**src/rtl/core_run_controller_if.sv**
```systemverilog
// Program-load word stream between a boot source and core_run_controller.
// master drives words, slave (the controller) returns ready.
interface core_run_controller_if;
  logic        load_valid;
  logic [31:0] load_data;
  logic        load_last;
  logic        load_ready;

  modport master (output load_valid, load_data, load_last, input load_ready);
  modport slave  (input load_valid, load_data, load_last, output load_ready);
endinterface

```
**src/rtl/core_run_controller.sv**
```systemverilog
// core_run_controller: boots the single-cycle RISC-V core. Streams a program
// into IMEM, holds the core in reset for one ARM cycle, runs it, and stops it
// on the halt instruction. Define CORE_WATCHDOG_EN to add a PC-stall watchdog
// that also halts the core and exposes o_wdt_timeout.
module core_run_controller #(
  parameter int unsigned IMEM_DEPTH = 256,
  parameter int unsigned ADDR_W     = 8,
  parameter logic [31:0] HALT_INSTR = 32'h00000073,
  parameter int unsigned CYC_W      = 32,
  parameter int unsigned WDT_LIMIT  = 1024
) (
  input  logic                clk,
  input  logic                rst,
  input  logic                i_start,
  core_run_controller_if.slave load,
  output logic                o_imem_we,
  output logic [ADDR_W-1:0]   o_imem_waddr,
  output logic [31:0]         o_imem_wdata,
  input  logic [31:0]         i_core_pc,
  input  logic [31:0]         i_core_instr,
  output logic                o_core_rst,
  output logic                o_core_en,
  output logic                o_halted,
  output logic                o_load_overflow,
  output logic [31:0]         o_halt_pc,
`ifdef CORE_WATCHDOG_EN
  output logic                o_wdt_timeout,
`endif
  output logic [CYC_W-1:0]    o_cycle_count
);

  typedef enum logic [2:0] {S_IDLE, S_LOAD, S_ARM, S_RUN, S_HALT} state_t;

  if ((IMEM_DEPTH != (32'd1 << ADDR_W)) || (WDT_LIMIT == 0)) begin : g_param_check
    $error("core_run_controller: IMEM_DEPTH must equal 2**ADDR_W and WDT_LIMIT must be nonzero");
  end

  state_t              r_state, w_next_state;
  logic                r_load_ready;
  logic                r_imem_we;
  logic [ADDR_W-1:0]   r_imem_waddr;
  logic [31:0]         r_imem_wdata;
  logic [ADDR_W-1:0]   r_count;
  logic                r_halted;
  logic                r_load_overflow;
  logic [31:0]         r_halt_pc;
  logic [CYC_W-1:0]    r_cycle_count;

  logic w_accept, w_last_slot, w_final, w_overflow;
  logic w_halt_instr, w_start_ok, w_wdt_hit;

  assign w_accept     = (r_state == S_LOAD) && r_load_ready && load.load_valid;
  assign w_last_slot  = (r_count == ADDR_W'(IMEM_DEPTH - 1));
  assign w_final      = w_accept && (load.load_last || w_last_slot);
  assign w_overflow   = w_accept && !load.load_last && w_last_slot;
  assign w_halt_instr = (i_core_instr == HALT_INSTR);
  assign w_start_ok   = i_start && (r_state inside {S_IDLE, S_RUN, S_HALT});

`ifdef CORE_WATCHDOG_EN
  localparam int unsigned WDT_W = $clog2(WDT_LIMIT + 1);

  logic [WDT_W-1:0] r_stall;
  logic [31:0]      r_prev_pc;
  logic             r_wdt_timeout;

  assign w_wdt_hit = (r_state == S_RUN) && (i_core_pc == r_prev_pc) &&
                     (r_stall == WDT_W'(WDT_LIMIT - 1));

  // Stall counter: counts consecutive RUN cycles with an unchanged PC
  always_ff @(posedge clk) begin
    if (rst) begin
      r_stall       <= '0;
      r_prev_pc     <= '0;
      r_wdt_timeout <= 1'b0;
    end else begin
      r_prev_pc <= i_core_pc;
      if ((r_state == S_RUN) && !i_start && (i_core_pc == r_prev_pc))
        r_stall <= r_stall + 1'b1;
      else
        r_stall <= '0;
      if (w_start_ok)
        r_wdt_timeout <= 1'b0;
      else if (w_wdt_hit && !w_halt_instr)
        r_wdt_timeout <= 1'b1;
    end
  end

  assign o_wdt_timeout = r_wdt_timeout;
`else
  assign w_wdt_hit = 1'b0;
`endif

  // State register
  always_ff @(posedge clk) begin
    if (rst) r_state <= S_IDLE;
    else     r_state <= w_next_state;
  end

  // Next-state logic and combinational core controls
  always_comb begin
    w_next_state = r_state;
    o_core_rst   = 1'b1;
    o_core_en    = 1'b0;
    case (r_state)
      S_IDLE: if (i_start) w_next_state = S_LOAD;
      S_LOAD: if (w_final) w_next_state = S_ARM;
      S_ARM:  w_next_state = S_RUN;
      S_RUN: begin
        o_core_rst = 1'b0;
        // Gating on the live instruction keeps the halt instruction from retiring.
        o_core_en  = !w_halt_instr;
        if (i_start)                       w_next_state = S_LOAD;
        else if (w_halt_instr || w_wdt_hit) w_next_state = S_HALT;
      end
      S_HALT: begin
        o_core_rst = 1'b0;
        if (i_start) w_next_state = S_LOAD;
      end
      default: w_next_state = S_IDLE;
    endcase
  end

  // Load datapath, run cycle counting and halt capture
  always_ff @(posedge clk) begin
    if (rst) begin
      r_load_ready    <= 1'b0;
      r_imem_we       <= 1'b0;
      r_imem_waddr    <= '0;
      r_imem_wdata    <= '0;
      r_count         <= '0;
      r_halted        <= 1'b0;
      r_load_overflow <= 1'b0;
      r_halt_pc       <= '0;
      r_cycle_count   <= '0;
    end else begin
      r_load_ready <= (r_state == S_LOAD) && !w_final;
      r_imem_we    <= w_accept;
      if (w_accept) begin
        r_imem_waddr <= r_count;
        r_imem_wdata <= load.load_data;
        r_count      <= r_count + 1'b1;
      end
      if (w_overflow) r_load_overflow <= 1'b1;
      if (w_start_ok) begin
        r_count         <= '0;
        r_halted        <= 1'b0;
        r_load_overflow <= 1'b0;
        r_cycle_count   <= '0;
      end else if (r_state == S_RUN) begin
        if (r_cycle_count != '1) r_cycle_count <= r_cycle_count + 1'b1;
        if (w_halt_instr || w_wdt_hit) begin
          r_halted  <= 1'b1;
          r_halt_pc <= i_core_pc;
        end
      end
    end
  end

  assign load.load_ready  = r_load_ready;
  assign o_imem_we        = r_imem_we;
  assign o_imem_waddr     = r_imem_waddr;
  assign o_imem_wdata     = r_imem_wdata;
  assign o_halted         = r_halted;
  assign o_load_overflow  = r_load_overflow;
  assign o_halt_pc        = r_halt_pc;
  assign o_cycle_count    = r_cycle_count;

endmodule

```
**src/flat_wrapper.sv**
```systemverilog
// flat-port wrapper written by rule: the top's interface ports become plain ports
module core_run_controller_flat 
#(
  parameter int unsigned IMEM_DEPTH = 256,
  parameter int unsigned ADDR_W     = 8,
  parameter logic [31:0] HALT_INSTR = 32'h00000073,
  parameter int unsigned CYC_W      = 32,
  parameter int unsigned WDT_LIMIT  = 1024
)
  (clk, rst, i_start, o_imem_we, o_imem_waddr, o_imem_wdata, i_core_pc, i_core_instr, o_core_rst, o_core_en, o_halted, o_load_overflow, o_halt_pc, o_cycle_count, load_load_valid, load_load_data, load_load_last, load_load_ready);
  core_run_controller_if load_i ();
  input  logic clk;
  input  logic rst;
  input  logic i_start;
  output logic o_imem_we;
  output logic [ADDR_W-1:0] o_imem_waddr;
  output logic [31:0] o_imem_wdata;
  input  logic [31:0] i_core_pc;
  input  logic [31:0] i_core_instr;
  output logic o_core_rst;
  output logic o_core_en;
  output logic o_halted;
  output logic o_load_overflow;
  output logic [31:0] o_halt_pc;
  output logic [CYC_W-1:0] o_cycle_count;
  input wire logic [$bits(load_i.load_valid)-1:0] load_load_valid;
  input wire logic [$bits(load_i.load_data)-1:0] load_load_data;
  input wire logic [$bits(load_i.load_last)-1:0] load_load_last;
  output wire logic [$bits(load_i.load_ready)-1:0] load_load_ready;
  assign load_i.load_valid = load_load_valid;
  assign load_i.load_data = load_load_data;
  assign load_i.load_last = load_load_last;
  assign load_load_ready = load_i.load_ready;
  core_run_controller #(.IMEM_DEPTH(IMEM_DEPTH), .ADDR_W(ADDR_W), .HALT_INSTR(HALT_INSTR), .CYC_W(CYC_W), .WDT_LIMIT(WDT_LIMIT)) u_core (.clk(clk), .rst(rst), .i_start(i_start), .load(load_i), .o_imem_we(o_imem_we), .o_imem_waddr(o_imem_waddr), .o_imem_wdata(o_imem_wdata), .i_core_pc(i_core_pc), .i_core_instr(i_core_instr), .o_core_rst(o_core_rst), .o_core_en(o_core_en), .o_halted(o_halted), .o_load_overflow(o_load_overflow), .o_halt_pc(o_halt_pc), .o_cycle_count(o_cycle_count));
endmodule
```
**config.mk**
```make
export PLATFORM = sky130hd
export DESIGN_NAME = core_run_controller_flat
export DESIGN_NICKNAME = d
export VERILOG_FILES = /design/src/rtl/core_run_controller_if.sv /design/src/rtl/core_run_controller.sv /design/src/flat_wrapper.sv
export SDC_FILE = /design/constraint.sdc
export NUM_CORES = 1
export LEC_CHECK = 0
export ABC_AREA = 1
export CORE_MARGIN = 10
export CORE_UTILIZATION = 42
export CTS_BUF_LIST = sky130_fd_sc_hd__clkbuf_16
export CTS_CLUSTER_DIAMETER = 100
export DETAILED_ROUTE_END_ITERATION = 6
export PLACE_DENSITY = 0.83
export SLEW_MARGIN = 5
export SYNTH_ARGS = -nofsm -noshare
export SYNTH_HDL_FRONTEND = slang
export SYNTH_SLANG_ARGS = --single-unit
export TNS_END_PERCENT = 20
```
**constraint.sdc**
```tcl
create_clock -name clk -period 2.22 [get_ports clk]
set_input_delay 0.444 -clock clk [delete_from_list [all_inputs] [get_ports clk]]
set_output_delay 0.444 -clock clk [all_outputs]
set_load 0.01 [all_outputs]
```
==> results.py <==
metrics = {
    "synth": {
        "seq_area_frac_synth_pct": 43.5,
        "avgSynthCellArea_um2": 6.80,
        "synthCells": 805,
        "synth_nets": 908,
        "ys_warn_count": 0,
        "syn_area_um2": 5480,
        "ys_types": 33,
        "synth_seq_cells": 119,
    },
    "global_routing": {
        "track_usage_pct": 19.6,
        "grt_pass1_vias": 5764,
        "grt_pass1_wl_mm": 28.8,
        "grt-ovfl-total": 0,
        "grt-busiest-layer": "met2",
        "grtUsageMet3_pct": 11.9,
        "antenna_found_initial": 0,
        "gr-usage-met1_pct": 19.7,
        "grt_max_degree": 43,
        "grt.met2_usage_pct": 32.4,
    },
    "drt": {
        "drt_iter0_markers": 464,
        "via_per_inst": 4.87,
        "wl_mm": 18.0,
        "wire_per_inst_um": 15.0,
        "drcViolationCount": 0,
        "drt_first_pass_iters": 5,
        "vias": 5847,
        "ant_nets": 0,
    },
    "worst_setup_path": {
        "worst-path-max-fanout": 2,
        "crit_type": "input pin to primary output",
        "worstPathRequired_ns": 1.78,
        "cp-end-kind": "primary output",
        "crit_arrival_ns": 1.57,
        "start_kind": "input pin",
    },
    "timing": {
        "finalSetupTns_ns": 0,
        "skew_ns": 0.00586,
        "period_share_pct": 90.6,
        "setup_viol_count_final": 0,
        "slew_headroom_pct": 51.7,
        "worst_pin_slew_ns": 0.724,
        "drv_slew": 0,
        "hold_violations": 0,
        "max_freq_ghz": 0.497,
        "rsz0062_at_grt": "false",
        "finalCriticalPeriod_ns": 2.01,
    },
    "floorplan": {
        "io_pins": 211,
        "row_count": 41,
        "core_area_um2": 12700,
        "die_area_um2": 18000,
        "fp.dieW_um": 134,
        "die_y_um": 134,
        "initial_core_util_pct": 43.2,
    },
    "clocking": {
        "cts_root_buffer": "clkbuf_16",
        "cts_inserted_buffers": 17,
        "clk_latency_ns": 0.41,
        "clk_pin_slew_worst_paths_ns": 0.05,
        "post-cts-setup-buffer-count": 0,
        "cts_max_level": 4,
        "numClockSinks": 119,
        "clockBufferDepth": 2,
        "cts_tree": "done",
    },
    "finish": {
        "final_nets": 1118,
        "area_growth_pct": 51.6,
        "num_antenna_cells": 0,
        "drive_gt1_share_pct": 6.61,
        "final_common_cell": "nand2_1",
        "final_cell_mix": "nand2_1 (225), clkdlybuf4s50_1 (208), nor2_1 (162)",
    },
    "placed_design": {
        "hpwl_mm": 13.3,
        "io_buffers": 210,
        "gp_congestion": 0.937,
    },
    "power": {
        "peakVddDrop_mv": 0.584,
        "power_density_nw_per_um2": 619,
        "total_power_w": 0.00514,
        "leakagePower_nw": 3.13,
    },
    "job": {
        "maxCapViolCount": 0,
    },
    "outcome": {
        "status": "finished, final reports clean",
    },
    "min_path": {
        "hold_path_class": "register to register",
    },
}
## cell type report
| class | instances | area (um2) |
|---|---|---|
| fill | 1108 | 4370 |
| multi-input combinational | 604 | 2730 |
| sequential | 119 | 2380 |
| timing repair buffer | 225 | 2250 |
| clock buffer | 17 | 425 |
| tap | 172 | 215 |
| inverter | 48 | 183 |
| clock inverter | 15 | 116 |
## Yosys cell counts, drive strengths merged
library cell	n	area, um2
or2	1	6.26
a21oi	72	364
nor3b	1	7.51
inv	48	183
a31oi	1	6.26
nand4	3	18.8
buf	17	120
clkbuf	17	63.8
o21ai	46	230
dfxtp	119	2380
nand3	40	200
nor3	2	10.0
o21a	1	7.51
nand2	230	900
ha	2	25.0
o21bai	2	15.0
a211oi	1	7.51
nand3b	13	97.6
nor2	175	708
xor2	10	87.6
xnor2	4	35.0
## kinds of logic (layout without fill, tap and decap cells)
logic type / count (synthesis) / count (layout) / share of synthesized area [%]
buffers and inverters: 82 / 305 / 6.70
flip-flops: 119 / 119 / 43.5
adder cells (fa/ha/maj): 2 / 2 / 0.457
AO/OA/AOI/OAI: 123 / 123 / 11.5
XOR/XNOR: 14 / 14 / 2.24
AND/OR/NAND/NOR: 465 / 465 / 35.6
## metrics by stage
| stage | hold WS [ns] | utilization, % | std cells | instance area [um2] | setup slack (ns) |
|---|---|---|---|---|---|
| final | 0.458 | 65.5 | 1200 | 8300 | 0.210 |
| after CTS | 0.460 | 65.5 | 1200 | 8300 | 0.00206 |
| after detailed placement | 0.452 | 61.2 | 1168 | 7760 | -0.230 |
| after global routing | 0.475 | 65.5 | 1200 | 8300 | 0.0804 |
| after floorplan | 0.464 | - | 805 | 5480 | 0.510 |
| after global placement | 0.446 | 61.2 | 1168 | 7760 | -0.179 |
## critical path, cell delays in order
cell	delay, ns
clkdlybuf4s50_1	0.45
nand2_1	0.06
inv_1	0.05
nand2_1	0.04
nor2_1	0.09
nand2_1	0.09
nor2_4	0.14
nor2_1	0.05
clkbuf_2	0.14
## flip-flops by register name (all words and copies together) (netlist names), 3 cells and up
register and count:
u_core.o_halt_pc 32, u_core.o_imem_wdata 32, u_core.o_cycle_count 32, u_core.r_count 8
u_core.o_imem_waddr 8, u_core.r_state 3
## path summary, 6_finish.rpt
path,start,slack (ns),end,cells after the start
hold / removal,u_core.o_halt_pc[29]$_SDFFE_PP0P_,0.46,u_core.o_halt_pc[29]$_SDFFE_PP0P_,2
setup reg to reg,u_core.o_cycle_count[0]$_SDFFE_PP0P_,0.30,u_core.o_cycle_count[12]$_SDFFE_PP0P_,10
setup / recovery,i_core_instr[1],0.21,o_core_en,9
hold reg to reg,u_core.o_halt_pc[29]$_SDFFE_PP0P_,0.46,u_core.o_halt_pc[29]$_SDFFE_PP0P_,2
## metal layers
layer,part of all wire (%),wire [um]
met2,48,8650
met4,2.5,458
met3,12,2230
met5,0,0
met1,37,6700
## power by group
group / switching [W] / internal, W / total (W) / leakage, nW
combinational: 0.000203 / 0.000257 / 0.000460 / 1.91
clock: 0.000976 / 0.00151 / 0.00249 / 0.260
sequential: 0.0000186 / 0.00217 / 0.00219 / 0.959
total: 0.00120 / 0.00394 / 0.00514 / 3.13
## repair_timing
action | CTS | global route
setup endpoints to repair | 2 | 1
hold buffers | 0 | 0
resized for setup | 3 | 2
pin swaps | 0 | 2
(Power assumes the default switching activity.)
